$ cat config.mk
export PLATFORM = sky130hd
export DESIGN_NAME = uart_tx_ctrl_flat
export DESIGN_NICKNAME = d
export VERILOG_FILES = /design/src/rtl/uart_tx_if.sv /design/src/rtl/uart_tx_ctrl.sv /design/src/flat_wrapper.sv
export SDC_FILE = /design/constraint.sdc
export NUM_CORES = 1
export LEC_CHECK = 0
export ABC_AREA = 1
export BUFFER_PORTS_ARGS = -buffer_cell sky130_fd_sc_hd__buf_2
export CAP_MARGIN = 20
export CORE_UTILIZATION = 30
export DETAILED_ROUTE_END_ITERATION = 10
export GPL_TIMING_DRIVEN = 0
export MAX_ROUTING_LAYER = met4
export PLACE_DENSITY = 0.56
export SYNTH_ARGS = -nofsm -noshare
export SYNTH_HDL_FRONTEND = slang
export SYNTH_SLANG_ARGS = --single-unit
$ cat constraint.sdc
create_clock -name clk -period 1.3 [get_ports clk]
set_input_delay 0.13 -clock clk [delete_from_list [all_inputs] [get_ports clk]]
set_output_delay 0.13 -clock clk [all_outputs]
set_load 0.05 [all_outputs]
$ cat src/rtl/uart_tx_if.sv
// Host-side handshake plus the shift-register control bundle of the UART TX controller.
// The host drives tx_valid/tx_data; everything else is produced by the controller.
interface uart_tx_if;
    logic       tx_valid;
    logic [6:0] tx_data;
    logic       tx_ready;
    logic [6:0] data_out;
    logic       parity_bit;
    logic       load_data;
    logic       shift_en;
    logic       baud_tick;
    logic       tx_busy;
    logic       tx_done;

    modport master (
        output tx_valid, tx_data,
        input  tx_ready, data_out, parity_bit, load_data, shift_en,
               baud_tick, tx_busy, tx_done
    );

    modport slave (
        input  tx_valid, tx_data,
        output tx_ready, data_out, parity_bit, load_data, shift_en,
               baud_tick, tx_busy, tx_done
    );
endinterface

$ cat src/rtl/uart_tx_ctrl.sv
// UART TX controller: captures a 7-bit character with parity, then paces the
// downstream 10-bit shift register through exactly one frame of BAUD_DIV-cycle bits.
module uart_tx_ctrl #(
    parameter int BAUD_DIV   = 434,
    parameter bit PARITY_ODD = 1'b0
) (
    input  logic      clk,
    input  logic      rst,
    uart_tx_if.slave  bus
);
    localparam int            CW        = (BAUD_DIV > 1) ? $clog2(BAUD_DIV) : 1;
    localparam logic [CW-1:0] BAUD_LAST = CW'(BAUD_DIV - 1);

    typedef enum logic [1:0] {
        IDLE = 2'd0,
        LOAD = 2'd1,
        SEND = 2'd2
    } state_t;

    state_t        state_reg;
    logic [CW-1:0] baud_cnt_reg;
    logic [3:0]    bit_cnt_reg;
    logic [6:0]    data_reg;
    logic          parity_reg;
    logic          load_reg;
    logic          shift_en_reg;
    logic          done_reg;
    logic          tick;
    logic          parity_next;

    // Tick is decoded from registered state so it lines up with the bit boundary.
    assign tick        = (state_reg == SEND) && (baud_cnt_reg == BAUD_LAST);
    assign parity_next = (^bus.tx_data) ^ PARITY_ODD;

    always_ff @(posedge clk or posedge rst) begin
        if (rst) begin
            state_reg    <= IDLE;
            baud_cnt_reg <= '0;
            bit_cnt_reg  <= '0;
            data_reg     <= '0;
            parity_reg   <= 1'b0;
            load_reg     <= 1'b0;
            shift_en_reg <= 1'b0;
            done_reg     <= 1'b0;
        end else begin
            load_reg <= 1'b0;
            done_reg <= 1'b0;
            case (state_reg)
                IDLE: begin
                    if (bus.tx_valid) begin
                        data_reg   <= bus.tx_data;
                        parity_reg <= parity_next;
                        load_reg   <= 1'b1;
                        state_reg  <= LOAD;
                    end
                end
                LOAD: begin
                    baud_cnt_reg <= '0;
                    bit_cnt_reg  <= '0;
                    shift_en_reg <= 1'b1;
                    state_reg    <= SEND;
                end
                SEND: begin
                    if (tick) begin
                        baud_cnt_reg <= '0;
                        bit_cnt_reg  <= bit_cnt_reg + 4'd1;
                        // Tenth tick closes the stop bit; the frame is finished.
                        if (bit_cnt_reg == 4'd9) begin
                            shift_en_reg <= 1'b0;
                            done_reg     <= 1'b1;
                            state_reg    <= IDLE;
                        end
                    end else begin
                        baud_cnt_reg <= baud_cnt_reg + 1'b1;
                    end
                end
                default: begin
                    shift_en_reg <= 1'b0;
                    state_reg    <= IDLE;
                end
            endcase
        end
    end

    assign bus.tx_ready   = (state_reg == IDLE);
    assign bus.tx_busy    = (state_reg != IDLE);
    assign bus.data_out   = data_reg;
    assign bus.parity_bit = parity_reg;
    assign bus.load_data  = load_reg;
    assign bus.shift_en   = shift_en_reg;
    assign bus.baud_tick  = tick;
    assign bus.tx_done    = done_reg;
endmodule

$ cat src/flat_wrapper.sv
// flat-port wrapper written by rule: the top's interface ports become plain ports
module uart_tx_ctrl_flat 
#(
    parameter int BAUD_DIV   = 434,
    parameter bit PARITY_ODD = 1'b0
)
  (clk, rst, bus_tx_valid, bus_tx_data, bus_tx_ready, bus_data_out, bus_parity_bit, bus_load_data, bus_shift_en, bus_baud_tick, bus_tx_busy, bus_tx_done);
  uart_tx_if bus_i ();
  input  logic clk;
  input  logic rst;
  input wire logic [$bits(bus_i.tx_valid)-1:0] bus_tx_valid;
  input wire logic [$bits(bus_i.tx_data)-1:0] bus_tx_data;
  output wire logic [$bits(bus_i.tx_ready)-1:0] bus_tx_ready;
  output wire logic [$bits(bus_i.data_out)-1:0] bus_data_out;
  output wire logic [$bits(bus_i.parity_bit)-1:0] bus_parity_bit;
  output wire logic [$bits(bus_i.load_data)-1:0] bus_load_data;
  output wire logic [$bits(bus_i.shift_en)-1:0] bus_shift_en;
  output wire logic [$bits(bus_i.baud_tick)-1:0] bus_baud_tick;
  output wire logic [$bits(bus_i.tx_busy)-1:0] bus_tx_busy;
  output wire logic [$bits(bus_i.tx_done)-1:0] bus_tx_done;
  assign bus_i.tx_valid = bus_tx_valid;
  assign bus_i.tx_data = bus_tx_data;
  assign bus_tx_ready = bus_i.tx_ready;
  assign bus_data_out = bus_i.data_out;
  assign bus_parity_bit = bus_i.parity_bit;
  assign bus_load_data = bus_i.load_data;
  assign bus_shift_en = bus_i.shift_en;
  assign bus_baud_tick = bus_i.baud_tick;
  assign bus_tx_busy = bus_i.tx_busy;
  assign bus_tx_done = bus_i.tx_done;
  uart_tx_ctrl #(.BAUD_DIV(BAUD_DIV), .PARITY_ODD(PARITY_ODD)) u_core (.clk(clk), .rst(rst), .bus(bus_i));
endmodule
==> metrics.md, run 1 <==
| Metric | Value |
|---|---|
| Shortest clock period the worst path allows after layout | 1480 ps |
| Pleak | 1.05 nW |
| DR iter-0 viols | 49 |
| Post-route setup slack | -183 ps |
| # fillers | 436 |
| Unrepaired setup endpoints after global routing | true |
| Slowest stage cell on the critical path | dfrtp_1 |
| Post-Syn Instances | 188 |
| Post-synthesis cell type count | 22 |
| Required @ worst endpoint | 1170 ps |
| Y dimension of the die | 71.2 um |
| Die boundary width | 71.2 um |
| Highest-count cells in the layout ignoring fill and taps | nand2_1 (67), dfrtp_1 (25), buf_2 (20), inv_1 (19), nor2_1 (11) |
| Max Fclk | 0.675 GHz |
| CTS sink cnt | 26 |
| Routed vias | 1248 |
| Hold violation total from the final report | 0 |
| Initial Utilization | 32.1% |
| Data arrival at the endpoint of the critical path | 1350 ps |
| Antenna viol nets, final | 0 |
| Max reg flops | 9 |
| Worst-path clk slew | 90 ps |
| Design area | 2050 um^2 |
| Core area | 4470 um^2 |
| Initial antenna violation count | 0 |
| Number of flip-flops and latches in the synthesized netlist | 26 |
| Final worst-path cycle share | 114% |
| Hold path startpoint | bus_tx_data[2] |
| Share of layout cells above drive strength 1 | 34.3% |
| Run status | finished, violations left |
| Grt ovf | 0 |
| Post-route DRC | 0 |
| Tightest Hold Check Type | input pin to register |
| Die area | 5060 um^2 |
| Relative area change from synthesis to final layout | 43.2% |
| Largest vdd supply drop | 1.37 mV |
| Yosys warning total | 0 |
| Cell at the root of the clock tree | clkbuf_8 |
| Max-capacitance violation count | 0 |
| Routed length per placed instance | 10.7 um |
| Via count of the first global-routing pass | 1138 |
| Number of placed cells counting well taps | 263 |
| Reg-to-reg startpoint | u_core.state_reg[1] |
| Layout net count | 249 |
| Power density relative to cell area | 2130 nW/um^2 |
| Setup-violating endpoint count in the final report | 17 |
| Slew margin rel. | 61.4% |
| Dpl cell area | 1640 um^2 |
| Worst setup skew after layout | 2.29 ps |
| Wire length of the first global-routing pass | 5.06 mm |
| Row count | 24 |
| Highest net fanout along the worst path | 6 |
| Final instance count without filler cells | 282 |
| Number of buffers on the longest clock path | 2 |
| Overall fraction of global-route tracks in use | 13.0% |
| Total detailed-routing wirelength | 3.03 mm |
| Antenna diode count | 0 |
| Cell Area, Synth | 1440 um^2 |
| Max Transition Viols Final | 0 |
| Commonest non-fill, non-tap cell in the layout | nand2_1 |
| H-tree depth | 1 |
| Stage delay of the slowest cell on the critical path | 420 ps |
| Global placement routability congestion | 0.710 |
| Critical path endpoint category | output port |
| Worst setup path category | register to output port |
| Maximum number of pins on one net before global-route repair | 27 |
| Number of buffers created by CTS | 3 |
| Share of synthesized area occupied by flip-flops and latches | 45.3% |
| Actual transition at the worst max-transition pin | 578 ps |
| Estimated wirelength of the detail-placed design | 2.00 mm |
| Min Hold Slack | 155 ps |
| Mapped Nets | 206 |
| Critical path launch point | u_core.state_reg[0] |
| Total I/O pin count | 24 |
| Kind of launch point of the worst setup path | register |
| Via density | 4.43 |
| Number of iterations in the first detailed-routing pass | 5 |
| Port Buffer Count | 23 |
| CP Cell Sequence | inv_2 > ha_4 > nand3_2 > clkinvlp_4 > buf_8 |
| Clock latency on the worst-skew pair | 270 ps |
| Violations in the final reports | negative setup slack |
| Mean instance size in the synthesized netlist | 7.63 um^2 |
| Clock tree from TritonCTS | yes |
-- Yosys cell counts --
cell	n	area share, %
nand2_1	74	19
dfrtp_1	26	45
inv_1	24	6.3
nor2_1	14	3.7
nand3_1	10	3.5
o21ai_0	10	3.5
ha_1	8	7.0
xor2_1	4	2.4
nand4_1	3	1.3
inv_2	2	0.52
or2_2	2	0.87
a21oi_1	1	0.35
clkbuf_1	1	0.26
mux2i_1	1	0.70
nand2_2	1	0.44
nand2_4	1	0.78
nand3b_1	1	0.52
nand4_2	1	0.87
nor3_4	1	1.1
o21ai_1	1	0.35
o22ai_1	1	0.44
or2_1	1	0.44
-- path summary, 6_finish.rpt --
path                       cells after the start                     end  slack [ps]
setup / recovery                               5           bus_baud_tick        -180
hold / removal                                 3  u_core.bus.data_out[2]         160
setup reg to reg                               8  u_core.baud_cnt_reg[8]        -110
hold reg to reg                                2  u_core.bus.data_out[4]         500
max in group asynchronous                      4   u_core.bit_cnt_reg[1]         370
min in group asynchronous                      3  u_core.baud_cnt_reg[3]         450
-- metal layers --
metal / global-route usage [%] / wire [um] / up-vias
met3: 3.42 / 99 / 2
met2: 20.6 / 1430 / 20
li1: - / - / 669
met5: - / 0 / -
met4: 2.67 / 21 / 0
met1: 16.8 / 1480 / 557
-- cells by family after synthesis --
logic type	after synthesis	share of synthesized area, %
xor gates and xnor gates	4	2.44
muxes	1	0.697
AOI/OAI and AO/OA	13	4.62
DFF	26	45.3
buffers and inverters	27	7.06
and+or+nand+nor	109	32.9
adders and majority gates	8	6.97
-- final cells by class --
cell class	instances	area (um^2)	area share, %
Buffer	1	15.0	0.731
Clock buffer	3	41.3	2.01
Clock inverter	1	30.0	1.46
Inverter	26	110	5.36
Multi-Input combinational cell	135	832	40.5
Sequential cell	26	652	31.7
Tap cell	52	65.1	3.17
Timing Repair Buffer	38	309	15.0
-- report_power, final --
part / switching, mW / total [mW] / leakage, nW / internal [mW]
Sequential: 0.137 / 1.14 / 0.343 / 1.01
Clock: 0.261 / 0.673 / 0.0357 / 0.412
Combinational: 1.60 / 2.56 / 0.668 / 0.962
-- stage by stage --
step	utilization, %	worst slack [ps]	power (mW)	setup TNS, ps
after floorplan	-	-298	2.58	-780
after global placement	36.7	-242	2.95	-2190
after detailed placement	36.7	-255	2.95	-2800
after CTS	41.7	-256	4.00	-2140
after global routing	45.9	-250	4.64	-3030
final	45.9	-183	4.37	-1510
-- worst max-delay path, delay by kind of cell, from the launching register on --
kind / cells / cell delay, ps
adder cells (fa/ha/maj): 1 / 200
AND/OR/NAND/NOR: 1 / 120
flip-flops: 1 / 420
buffers and inverters: 3 / 340
-- timing repair --
item	in CTS	in global routing
endpoints found under the setup margin	26	28
hold buffers	0	1
gates resized for setup	26	34
buffers inserted	8	4
gates cloned	0	1
pin swaps	6	9
endpoints found under the hold margin	0	11
(Power assumes the default switching activity.)
==> inputs of run 2 (changes only) <==
--- a/config.mk
+++ b/config.mk
@@ -8,11 +8,12 @@
 export ABC_AREA = 1
 export BUFFER_PORTS_ARGS = -buffer_cell sky130_fd_sc_hd__buf_2
 export CAP_MARGIN = 20
+export CORE_ASPECT_RATIO = 0.7
 export CORE_UTILIZATION = 30
 export DETAILED_ROUTE_END_ITERATION = 10
-export GPL_TIMING_DRIVEN = 0
 export MAX_ROUTING_LAYER = met4
 export PLACE_DENSITY = 0.56
+export RECOVER_POWER = 100
 export SYNTH_ARGS = -nofsm -noshare
 export SYNTH_HDL_FRONTEND = slang
 export SYNTH_SLANG_ARGS = --single-unit
==> run 2 against run 1 <==
  * The flow finishes with violations (design-rule violations, negative setup slack)
  * Non-clock buffer count increased by 17
  * Sequential share of layout area shrank 2.0 points
  * Largest cell class unchanged
  * Total power up 2.2%
==> metrics.md, run 2 (same netlist as run 1, synthesis figures left out) <==
| Metric | Value |
|---|---|
| Estimated wirelength of the detail-placed design | 2.26 mm |
| Via count of the first global-routing pass | 1179 |
| Maximum number of pins on one net before global-route repair | 27 |
| Max reg flops | 9 |
| Actual transition at the worst max-transition pin | 651 ps |
| Final worst-path cycle share | 115% |
| GR Util met2 | 20.9% |
| Cell at the root of the clock tree | clkbuf_8 |
| Shortest clock period the worst path allows after layout | 1490 ps |
| Total detailed-routing wirelength | 3.20 mm |
| GR peak layer | met2 |
| Worst reg2reg endpoint | u_core.bit_cnt_reg[3] |
| Layout net count | 266 |
| Commonest non-fill, non-tap cell in the layout | nand2_1 |
| CTS sink cnt | 26 |
| Dpl cell area | 1800 um^2 |
| Worst Hold Depth | 3 |
| Wire length of the first global-routing pass | 5.35 mm |
| Routed length per placed instance | 10.6 um |
| Clock tree from TritonCTS | yes |
| DR iter-0 viols | 61 |
| M3 GR Usage | 2.76% |
| Port Buffer Count | 23 |
| Global routing usage on met1 | 19.9% |
| Grt ovf | 0 |
| Highest-count cells in the layout ignoring fill and taps | nand2_1 (67), buf_4 (26), dfrtp_1 (26), inv_1 (17), clkbuf_2 (12) |
| Reg-to-reg startpoint | u_core.baud_cnt_reg[1] |
| Number of placed cells counting well taps | 286 |
| Total Neg Setup Slack | -1440 ps |
| Combined flip-flop and latch cell area | 651 um^2 |
| Worst Reg2Reg Path Length in Cells | 9 |
| Number of buffers created by CTS | 3 |
| Die boundary width | 84.7 um |
| Relative area change from synthesis to final layout | 52.7% |
| Multi-input logic area | 887 um^2 |
| Worst-path clk slew | 90 ps |
| Post-route setup slack | -195 ps |
| Via density | 4.33 |
| Number of buffers on the longest clock path | 2 |
| Highest net fanout along the worst path | 2 |
| Share of layout cells above drive strength 1 | 40.5% |
| Pleak | 1.12 nW |
| Antenna viol nets, final | 0 |
| Initial Utilization | 32.2% |
| Row count | 20 |
| Critical path endpoint category | output port |
| Y dimension of the die | 59.9 um |
| Clock latency on the worst-skew pair | 270 ps |
| Sink of the worst hold path | u_core.bus.data_out[3] |
| Worst setup skew after layout | 2.96 ps |
| Slew margin rel. | 56.6% |
| Setup-violating endpoint count in the final report | 17 |
| Die area | 5070 um^2 |
| Hold path startpoint | bus_tx_data[3] |
| Hold violation total from the final report | 0 |
| Tightest Hold Check Type | input pin to register |
| # fillers | 445 |
| Run status | finished, violations left |
| Data arrival at the endpoint of the critical path | 1360 ps |
| Design area | 2190 um^2 |
| Core area | 4450 um^2 |
| Global placement routability congestion | 0.790 |
| H-tree depth | 1 |
| Kind of launch point of the worst setup path | register |
| Worst setup path category | register to output port |
| Critical path launch point | u_core.baud_cnt_reg[1] |
| Max Fclk | 0.669 GHz |
| Required @ worst endpoint | 1170 ps |
| Initial antenna violation count | 0 |
| Antenna diode count | 0 |
| Unrepaired setup endpoints after global routing | true |
| Final instance count without filler cells | 302 |
| Total I/O pin count | 24 |
| Post-route DRC | 2 |
| Violations in the final reports | design-rule violations, negative setup slack |
| Overall fraction of global-route tracks in use | 14.0% |
| Max-capacitance violation count | 0 |
| Largest vdd supply drop | 0.682 mV |
| Number of iterations in the first detailed-routing pass | 9 |
| Power density relative to cell area | 2040 nW/um^2 |
| Max Transition Viols Final | 0 |
| Register-to-Register Setup Slack | -140 ps |
| Routed vias | 1308 |
run 2: final cells by class:
| cell class | count | share of cell area (%) |
|---|---|---|
| Clock buffer | 3 | 1.88 |
| Clock inverter | 1 | 1.37 |
| Inverter | 26 | 5.02 |
| Multi-Input combinational cell | 135 | 40.5 |
| Sequential cell | 26 | 29.7 |
| Tap cell | 55 | 3.14 |
| Timing Repair Buffer | 56 | 18.4 |
run 2: critical path, stage by stage (launching register included):
cell        delay [ps]
dfrtp_1            400
inv_2               80
ha_4               130
nand2_4             50
nor2_4             110
nand3_4            100
clkinvlp_4          90
buf_8              130
run 2: through the flow:
stage / power [mW] / setup WS [ps] / util (%) / hold WS [ps]
6_report: 4.47 / -195 / 49.2 / 171
5_1_grt: 4.75 / -261 / 49.2 / 166
4_1_cts: 4.26 / -215 / 46.2 / 165
3_5_place_dp: 3.20 / -143 / 40.4 / 202
3_3_place_gp: 3.18 / -107 / 40.4 / 204
2_1_floorplan: 2.58 / -298 / - / 170
run 2: worst max-delay path by stage:
stage,end
floorplan,u_core.state_reg[0]
global placement,u_core.baud_cnt_reg[5]
detailed placement,u_core.baud_cnt_reg[5]
CTS,bus_baud_tick
global route,bus_baud_tick
finish,bus_baud_tick
run 2: timing repair:
action,in CTS,in global routing
hold buffers,1,0
setup endpoints to repair,17,20
setup buffers,13,5
pin swaps,19,12
resized for setup,36,24
hold endpoints to repair,26,0
run 2: where the power goes:
part	internal (mW)	leakage [nW]	switching, mW
logic	1.03	0.740	1.65
clock network	0.412	0.0357	0.256
registers	1.01	0.345	0.117
run 2: layer usage:
metal	wire length (um)	share of wire, %
met1	1690	53
met4	27	0.84
met5	0	0
met2	1410	44
met3	71	2.2
